==> src/rtl/uart_tx_word_buffer.sv <==
// ---------------------------------------------------------------------------
// uart_tx_word_buffer
//
// Takes WORD_WIDTH-bit words from the debug/pipeline UART interface, queues
// them in a small FIFO, and passes each word to the UART transmitter core one
// byte at a time, least-significant byte first.
//
// Ports
//   i_clk          system clock, rising edge
//   i_reset        asynchronous, active-high reset
//   i_word         word to transmit
//   i_word_valid   push request, sampled on the rising edge
//   o_buffer_ready FIFO not full (count < depth); combinational from count_q
//   o_tx_data      byte presented to the transmitter (registered)
//   o_tx_start     one-cycle pulse requesting transmission of o_tx_data
//   i_tx_done      one-cycle pulse from the transmitter after the stop bit
//   o_idle         FIFO empty and FSM in IDLE
//   o_overflow     sticky; a push was attempted while full
//   o_dbg_state    current FSM state, for observation only
//
// Handshakes
//   Producer side: a word transfers on a rising edge where i_word_valid=1 and
//   o_buffer_ready=1. If i_word_valid=1 while o_buffer_ready=0, the word is
//   dropped and o_overflow latches.
//   Transmitter side: o_tx_start pulses for exactly one cycle with o_tx_data
//   valid. o_tx_data then holds until the matching i_tx_done pulse. An
//   i_tx_done seen while o_tx_start is high is not counted as completion.
// ---------------------------------------------------------------------------
module uart_tx_word_buffer #(
    parameter int WORD_WIDTH     = 32,
    parameter int FIFO_ADDR_BITS = 2
) (
    input  logic                  i_clk,
    input  logic                  i_reset,
    input  logic [WORD_WIDTH-1:0] i_word,
    input  logic                  i_word_valid,
    output logic                  o_buffer_ready,
    output logic [7:0]            o_tx_data,
    output logic                  o_tx_start,
    input  logic                  i_tx_done,
    output logic                  o_idle,
    output logic                  o_overflow,
    output logic [1:0]            o_dbg_state
);

    localparam int BYTES  = WORD_WIDTH / 8;
    localparam int DEPTH  = 1 << FIFO_ADDR_BITS;
    localparam int BCNT_W = (BYTES > 1) ? $clog2(BYTES) : 1;

    localparam logic [FIFO_ADDR_BITS:0] DEPTH_CNT = (FIFO_ADDR_BITS + 1)'(DEPTH);
    localparam logic [FIFO_ADDR_BITS:0] CNT_ONE   = (FIFO_ADDR_BITS + 1)'(1);
    localparam logic [FIFO_ADDR_BITS-1:0] PTR_ONE = FIFO_ADDR_BITS'(1);
    localparam logic [BCNT_W-1:0] LAST_BYTE       = BCNT_W'(BYTES - 1);
    localparam logic [BCNT_W-1:0] BCNT_ONE        = BCNT_W'(1);

    typedef enum logic [1:0] {
        ST_IDLE      = 2'd0,
        ST_LOAD      = 2'd1,
        ST_START     = 2'd2,
        ST_WAIT_DONE = 2'd3
    } state_t;

    // -----------------------------------------------------------------------
    // State
    // -----------------------------------------------------------------------
    state_t                    state_q, state_d;
    logic [FIFO_ADDR_BITS-1:0] wr_ptr_q, wr_ptr_d;
    logic [FIFO_ADDR_BITS-1:0] rd_ptr_q, rd_ptr_d;
    logic [FIFO_ADDR_BITS:0]   count_q, count_d;
    logic [BCNT_W-1:0]         byte_cnt_q, byte_cnt_d;
    logic [WORD_WIDTH-1:0]     shift_q, shift_d;
    logic [7:0]                tx_data_q, tx_data_d;
    logic                      overflow_q, overflow_d;

    logic [WORD_WIDTH-1:0]     mem_q [DEPTH];

    // -----------------------------------------------------------------------
    // Control decodes
    // -----------------------------------------------------------------------
    logic not_full;
    logic push;
    logic push_rejected;
    logic pop;
    logic byte_done;
    logic byte_advance;

    always_comb begin
        not_full      = (count_q < DEPTH_CNT);
        push          = i_word_valid && not_full;
        // Fullness is judged on the pre-edge count, so a push into a full
        // FIFO is rejected even if a pop frees a slot on the same edge.
        push_rejected = i_word_valid && !not_full;
        pop           = (state_q == ST_IDLE) && (count_q != '0);
        byte_done     = (state_q == ST_WAIT_DONE) && i_tx_done;
        byte_advance  = byte_done && (byte_cnt_q != LAST_BYTE);
    end

    // -----------------------------------------------------------------------
    // FSM: state register
    // -----------------------------------------------------------------------
    always_ff @(posedge i_clk or posedge i_reset) begin
        if (i_reset) begin
            state_q <= ST_IDLE;
        end else begin
            state_q <= state_d;
        end
    end

    // -----------------------------------------------------------------------
    // FSM: next-state logic
    // -----------------------------------------------------------------------
    always_comb begin
        state_d = state_q;
        case (state_q)
            ST_IDLE: begin
                if (count_q != '0) begin
                    state_d = ST_LOAD;
                end
            end
            ST_LOAD: begin
                state_d = ST_START;
            end
            ST_START: begin
                // Any i_tx_done in this cycle belongs to nothing we started.
                state_d = ST_WAIT_DONE;
            end
            ST_WAIT_DONE: begin
                if (i_tx_done) begin
                    state_d = (byte_cnt_q == LAST_BYTE) ? ST_IDLE : ST_LOAD;
                end
            end
            default: begin
                state_d = ST_IDLE;
            end
        endcase
    end

    // -----------------------------------------------------------------------
    // FSM: outputs
    // -----------------------------------------------------------------------
    always_comb begin
        o_tx_start     = (state_q == ST_START);
        o_idle         = (state_q == ST_IDLE) && (count_q == '0);
        o_buffer_ready = not_full;
        o_tx_data      = tx_data_q;
        o_overflow     = overflow_q;
        o_dbg_state    = state_q;
    end

    // -----------------------------------------------------------------------
    // FIFO pointers, count, overflow flag
    // -----------------------------------------------------------------------
    always_comb begin
        wr_ptr_d   = wr_ptr_q;
        rd_ptr_d   = rd_ptr_q;
        count_d    = count_q;
        overflow_d = overflow_q | push_rejected;

        if (push) begin
            wr_ptr_d = wr_ptr_q + PTR_ONE;
        end
        if (pop) begin
            rd_ptr_d = rd_ptr_q + PTR_ONE;
        end

        case ({push, pop})
            2'b10:   count_d = count_q + CNT_ONE;
            2'b01:   count_d = count_q - CNT_ONE;
            default: count_d = count_q;
        endcase
    end

    // -----------------------------------------------------------------------
    // Byte serializer: shift register, byte counter, output byte register
    // -----------------------------------------------------------------------
    always_comb begin
        shift_d    = shift_q;
        byte_cnt_d = byte_cnt_q;
        tx_data_d  = tx_data_q;

        if (pop) begin
            shift_d    = mem_q[rd_ptr_q];
            byte_cnt_d = '0;
        end else if (byte_advance) begin
            shift_d    = shift_q >> 8;
            byte_cnt_d = byte_cnt_q + BCNT_ONE;
        end

        // o_tx_data only changes on LOAD, so it is stable through START and
        // the whole WAIT_DONE period.
        if (state_q == ST_LOAD) begin
            tx_data_d = shift_q[7:0];
        end
    end

    always_ff @(posedge i_clk or posedge i_reset) begin
        if (i_reset) begin
            wr_ptr_q   <= '0;
            rd_ptr_q   <= '0;
            count_q    <= '0;
            byte_cnt_q <= '0;
            shift_q    <= '0;
            tx_data_q  <= '0;
            overflow_q <= 1'b0;
        end else begin
            wr_ptr_q   <= wr_ptr_d;
            rd_ptr_q   <= rd_ptr_d;
            count_q    <= count_d;
            byte_cnt_q <= byte_cnt_d;
            shift_q    <= shift_d;
            tx_data_q  <= tx_data_d;
            overflow_q <= overflow_d;
        end
    end

    // FIFO storage needs no reset: a slot is only read after being written.
    always_ff @(posedge i_clk) begin
        if (push) begin
            mem_q[wr_ptr_q] <= i_word;
        end
    end

endmodule

==> config.mk <==
export PLATFORM = sky130hd
export DESIGN_NAME = uart_tx_word_buffer
export DESIGN_NICKNAME = d
export VERILOG_FILES = /design/src/rtl/uart_tx_word_buffer.sv
export SDC_FILE = /design/constraint.sdc
export NUM_CORES = 1
export LEC_CHECK = 0
export BUFFER_PORTS_ARGS = -buffer_cell sky130_fd_sc_hd__clkbuf_2
export CORE_MARGIN = 5
export CORE_UTILIZATION = 45
export DETAILED_ROUTE_END_ITERATION = 7
export MAX_ROUTING_LAYER = met4
export PLACE_DENSITY = 0.64
export SLEW_MARGIN = 5
export SYNTH_ARGS = -nofsm -noshare
export SYNTH_HDL_FRONTEND = slang
export SYNTH_SLANG_ARGS = --single-unit
==> constraint.sdc <==
create_clock -name i_clk -period 3.95 [get_ports i_clk]
set_input_delay 0.1975 -clock i_clk [delete_from_list [all_inputs] [get_ports i_clk]]
set_output_delay 0.1975 -clock i_clk [all_outputs]
set_load 0.01 [all_outputs]
# --- After elaboration in Yosys (flattened, before gate mapping) ---
# Memory sizes are Yosys's and may differ from the RTL's.
# Index checks and enable logic that the tools add are counted.
totals:
  out_inout_bits: 14
  n_memories: 1
  register_bits: 52
  wordCells: 49
  ram_bits: 128
mem_list:
  columns: ["name", "depth", "word_bits", "rd", "rd_clocked_by_memory_dff", "wr", "line", "text"]
  rows:
  - ["mem_q", 4, 32, 1, 0, 1, "75", "logic [WORD_WIDTH-1:0] mem_q [DEPTH];"]
classes:
  bitwise_logic: 1
  muxes: 11
  n_reduce_logical: 13
  order_cmp: 1
  n_addsub: 5
  eq_ne: 9
ops:
  columns: ["op", "count"]
  rows:
  - ["32-bit 2-to-1 mux", 2]
  - ["2-bit == test, second input constant", 4]
  - ["2-bit 2-to-1 mux", 4]
  - ["2-bit one-hot mux with 4 select lines", 1]
  - ["2-bit by 1-bit adder with 2-bit output, second input constant", 3]
  - ["1-bit logical AND", 6]
  - ["2-bit inequality test, second input constant", 3]
  - ["3-bit one-hot mux with 2 select lines", 1]
  - ["2-bit by 1-bit == test with 1-bit output, second input constant", 2]
  - ["2-bit nonzero test", 2]
  - ["3-bit by 1-bit adder with 3-bit output, second input constant", 1]
  - ["3-bit zero test", 1]
  - ["3-bit < comparator, second input constant", 1]
  - ["1-bit 2-to-1 mux", 3]
  - ["3-bit nonzero test", 1]
  - ["3-bit by 1-bit subtractor with 3-bit output, second input constant", 1]
  - ["2-bit zero test", 1]
  - ["2-bit AND reduction", 1]
  - ["1-bit zero test", 1]
  - ["1-bit OR", 1]

# --- Longest topological paths before layout ---
depth:
  depth_word: 5
  depth_mapped: 11
  mapped_depth_nobuf: 10

# --- Worst setup path after synthesis ---
# Ideal clock, no wire load.
synth_timing:
  kind: "register to register"
  start: "reg state_q[0] (netlist: o_dbg_state[0])"
  end: "reg count_q[2]"
  setup_ns: 0.080
  path_stages_with_launch: 12
  period_less_slack_ns: 2.202
  n_path_buf: 1
  setup_slack_ns: 1.748
  arrival_ns: 2.122
  cell_sequence: "dfrtp_1 > inv_1 > ha_1 > o31ai_4 > inv_2 > buf_2 > ha_1 > inv_1 > fa_1 > xor2_1 > nor2_1 > xnor2_1"
synth_via:
  elab_chain_len: 4
  word_cells_on_any_way: 6
  classes_between: "2 x eq/ne; 1 x mux; 3 x reduce/logical"
synth_rtl:
  columns: ["element", "line", "text"]
  rows:
  - ["start: declaration", "66", "state_t state_q, state_d;"]
  - ["start signal: assignment", "105", "state_q <= state_d;"]
  - ["2-bit zero test (*)", "93", "pop = (state_q == ST_IDLE) && (count_q != '0);"]
  - ["1-bit logical AND (*)", "93", null]
  - ["2-bit by 1-bit == test with 1-bit output / 2-bit == test (equally long branches)", "166", "case ({push, pop})"]
  - ["3-bit one-hot mux with 2 select lines / 2-bit nonzero test (equally long branches)", null, null]
  - ["end signal: assignment", "208", "count_q <= count_d;"]
  - ["end: declaration", "69", "logic [FIFO_ADDR_BITS:0] count_q, count_d;"]
# Every way passes the cells marked *; elsewhere a longest branch is shown, timed or not.
# A chain may end at the register's enable or synchronous reset.

# --- Worst setup path in the final report ---
# Same ends and word-level chain as after synthesis.

==> out/qor.tcl <==
set qor(hold_path_startpoint) {i_word[8]}
set qor(vdd.ir_drop.worst_mv) 0.322
set qor(critical_path.reg2reg.endpoint) {count_q[2]}
set qor(dr.first_iter.drc_count) 332
set qor(setup_viol) 0
set qor(layout-area-overhead-vs-synth_pct) 18.9
set qor(ys_seq_area_share_pct) 73.1
set qor(gp_congestion) 0.744
set qor(drt-wirelength-per-cell_um) 18.0
set qor(worstSkewPairLatency_ps) 430
set qor(synth_top_area_cell) {edfxtp_1}
set qor(total_switching_power_w) 0.00182
set qor(std_cell_rows) 45
set qor(synth.ff_latch_count) 180
set qor(grt_start_max_net_pins) 60
set qor(leakagePower_nw) 3.25
set qor(comb_power_share_pct) 26.2
set qor(fraction_of_power_spent_switching_nets_pct) 29.8
set qor(die_width_um) 135
set qor(synth_warnings) 0
set qor(crit_path_max_fanout) 10
set qor(die-area_mm2) 0.0183
set qor(cts_sinks) 180
set qor(critPathSlowestCell) {dfrtp_1}
set qor(final_hold_viol_count) 0
set qor(fin_setup_tns_ps) 0
set qor(grt_usage_pct) 15.6
set qor(cts_setup_buffers) 0
set qor(timing.final.crit_share_pct) 53.0
set qor(max_cap_violations) 0
set qor(worst_clock_skew_on_the_final_layout_ps) 10.3
set qor(fillers) 1222
set qor(min_delay_path_depth) 1
set qor(coreArea_mm2) 0.0153
set qor(grt_pass1_wl_um) 20700
set qor(floorplan.initialDensity_pct) 46.2
set qor(cellInternalPower_w) 0.00428
set qor(utilization_pct) 54.9
set qor(grt_setup_unrepaired) {no}
set qor(num-nets-final) 522
set qor(path_clk_slew_ps) 60
set qor(critPathKind) {reg2reg}
set qor(critical_path.n_buffers_inverters) 3
set qor(vias_in_the_first_global_route) 3793
set qor(yosysTopAreaCellShare_pct) 54.6
set qor(async_flop_share_pct) 28.9
set qor(postSynthCellCount) 391
set qor(antenna_found_initial) 0
set qor(worst_setup_sp_type) {flop}
set qor(h-tree-depth) 4
set qor(port_buffers) 49
set qor(drt-total-wl_um) 12600
set qor(yosys_most_used_dff) {edfxtp_1}
set qor(grt_overflow) 0
set qor(synth_edf_count) 128
set qor(max_freq_ghz) 0.478
set qor(sequentialPowerShare_pct) 46.4
set qor(root_buffer) {clkbuf_16}
set qor(synthesis.area_per_instance_um2) 18.0
set qor(ant_nets) 0
set qor(number_of_primary_i_o_pins) 50
set qor(ratio_of_cells_with_drive_above_1_in_the_final_layout_pct) 27.1
set qor(hold_end) {mem_q[2][8]}
set qor(clk_path_buf_depth) 2
set qor(yosys.cell_types.count) 28
set qor(syn-cell-area_mm2) 0.00704
set qor(worst_path_largest_cell_delay_ps) 430
set qor(tightest_slew_ps) 894
set qor(critical_path.top_delay_family) {adder cells}
set qor(worst_slew_margin_rel_pct) 40.4
set qor(tritoncts_clock_tree) {yes}
set qor(drt_first_pass_iters) 4
set qor(final_max_slew_viol_count) 0
set qor(critical_path_required_ps) 4300
set qor(fin_area_mm2) 0.00837
set qor(ys_top_cells_by_area) {edfxtp_1 55%, dfrtp_1 18%, mux4_2 10%}
set qor(regToRegSetupSlack_ps) 1860
set qor(cp_cell_sequence) {inv_1, ha_1, o31ai_4, inv_2, ha_1, inv_1, fa_1, xor2_1, nor2_1, xnor2_1}
set qor(half_perimeter_wire_length_after_placement_um) 7730
set qor(critical_path.reg2reg.startpoint) {o_dbg_state[0]}
set qor(antenna_cells_inserted) 0
set qor(cts_buffers) 17
set qor(placement.cell_area_mm2) 0.00752
set qor(syn_nets) 439
set qor(status) {completed}
set qor(viasPerCell) 5.07
set qor(p_per_area_mw_per_mm2) 729
set qor(finalWorstPathRequiredPeriod_ps) 2090
set qor(dr_drc_count) 0
set qor(hold_class) {in2reg}
set qor(synth.top_cells.by_count) {128 x edfxtp_1, 52 x dfrtp_1, 42 x nand2_1}
set qor(arrival_ps) 2440
set qor(post-synth-top-count-cell) {edfxtp_1}
set qor(reg2reg_depth) 10
set qor(die_h_um) 135
set qor(pwr-share-clk_pct) 27.3
set qor(number_of_vias_after_detailed_routing) 3540
set qor(endpoint_kind) {flop}
[logic make-up (layout without fill, tap and decap cells)]
logic type	count (synthesis)	count (layout)	synth area share (%)
multiplexers	67	67	15.4
adder cells (fa/ha/maj)	12	12	2.24
AND/OR/NAND/NOR	66	66	4.16
XOR/XNOR	7	7	0.871
buffers and inverters	31	127	2.01
flip-flops	180	180	73.1
AO/OA/AOI/OAI	28	28	2.31
[power by group through the flow]
stage / clock network [W] / logic (W) / registers (W)
after floorplan: 0 / 0.00133 / 0.00269
after global placement: 0 / 0.00160 / 0.00287
after detailed placement: 0 / 0.00162 / 0.00288
after CTS: 0.00170 / 0.00165 / 0.00285
after global routing: 0.00179 / 0.00181 / 0.00289
final: 0.00167 / 0.00160 / 0.00284
[metrics by stage]
step | hold WS [ps] | total power [W] | std cells | setup slack, ps
floorplan | 296 | 0.00402 | 391 | 1750
global placement | 155 | 0.00447 | 640 | 1890
detailed placement | 157 | 0.00450 | 640 | 1860
CTS | 0.144 | 0.00619 | 698 | 1840
global route | 0.654 | 0.00648 | 698 | 1680
finish | 10.4 | 0.00611 | 698 | 1860
[area by class of cell]
cell class,count,area (µm²),area share (%)
timing repair buffer,84,573,6.85
clock inverter,14,160,1.91
sequential,180,5150,61.5
tap,211,264,3.15
multi-input combinational,180,1760,21.0
inverter,11,41.3,0.493
clock buffer,18,429,5.13
[metal layers]
| layer | track usage (%) | up-vias | part of all wire (%) |
|---|---|---|---|
| li1 | - | 1652 | - |
| met5 | - | - | 0 |
| met2 | 23.9 | 68 | 50 |
| met4 | 5.71 | 0 | 1.0 |
| met3 | 3.54 | 10 | 4.3 |
| met1 | 20.7 | 1810 | 45 |
[registers in the layout (all words and copies together), names as in the netlist]
name,count
count_q,3
shift_q,32
o_overflow,1
byte_cnt_q,2
mem_q,128
o_dbg_state,2
o_tx_data,8
rd_ptr_q,2
wr_ptr_q,2
[layout by cell type, fill, tap and decap left out, types with 3 or more instances in the layout]
cell,count
o21ai_1,25
xnor2_1,5
dlygate4sd3_1,26
buf_4,9
clkbuf_16,17
clkinv_1,3
ha_1,11
bufinv_16,3
clkbuf_2,49
nor2b_1,3
mux2_2,8
inv_1,9
nand2_1,42
clkinvlp_4,3
and2_1,4
nor2_1,5
nand3_1,8
dfrtp_1,50
mux4_2,32
edfxtp_1,128
mux2i_1,26
[worst max path at each step]
stage,startpoint,endpoint,slack (ps),cells past startpoint
finish,o_dbg_state[0],count_q[2],1860,10
global route,o_dbg_state[0],count_q[2],1680,10
CTS,o_dbg_state[0],count_q[2],1840,10
detailed placement,o_dbg_state[0],count_q[2],1860,10
global placement,rd_ptr_q[0],shift_q[14],1890,4
floorplan,o_dbg_state[0],count_q[2],1750,11
[timing repair]
| action | in CTS | in global routing |
|---|---|---|
| hold buffers | 26 | 0 |
| hold endpoints to repair | 109 | 0 |
| resized for setup | 0 | 0 |
No activity file was read; power rests on OpenSTA's default activity.
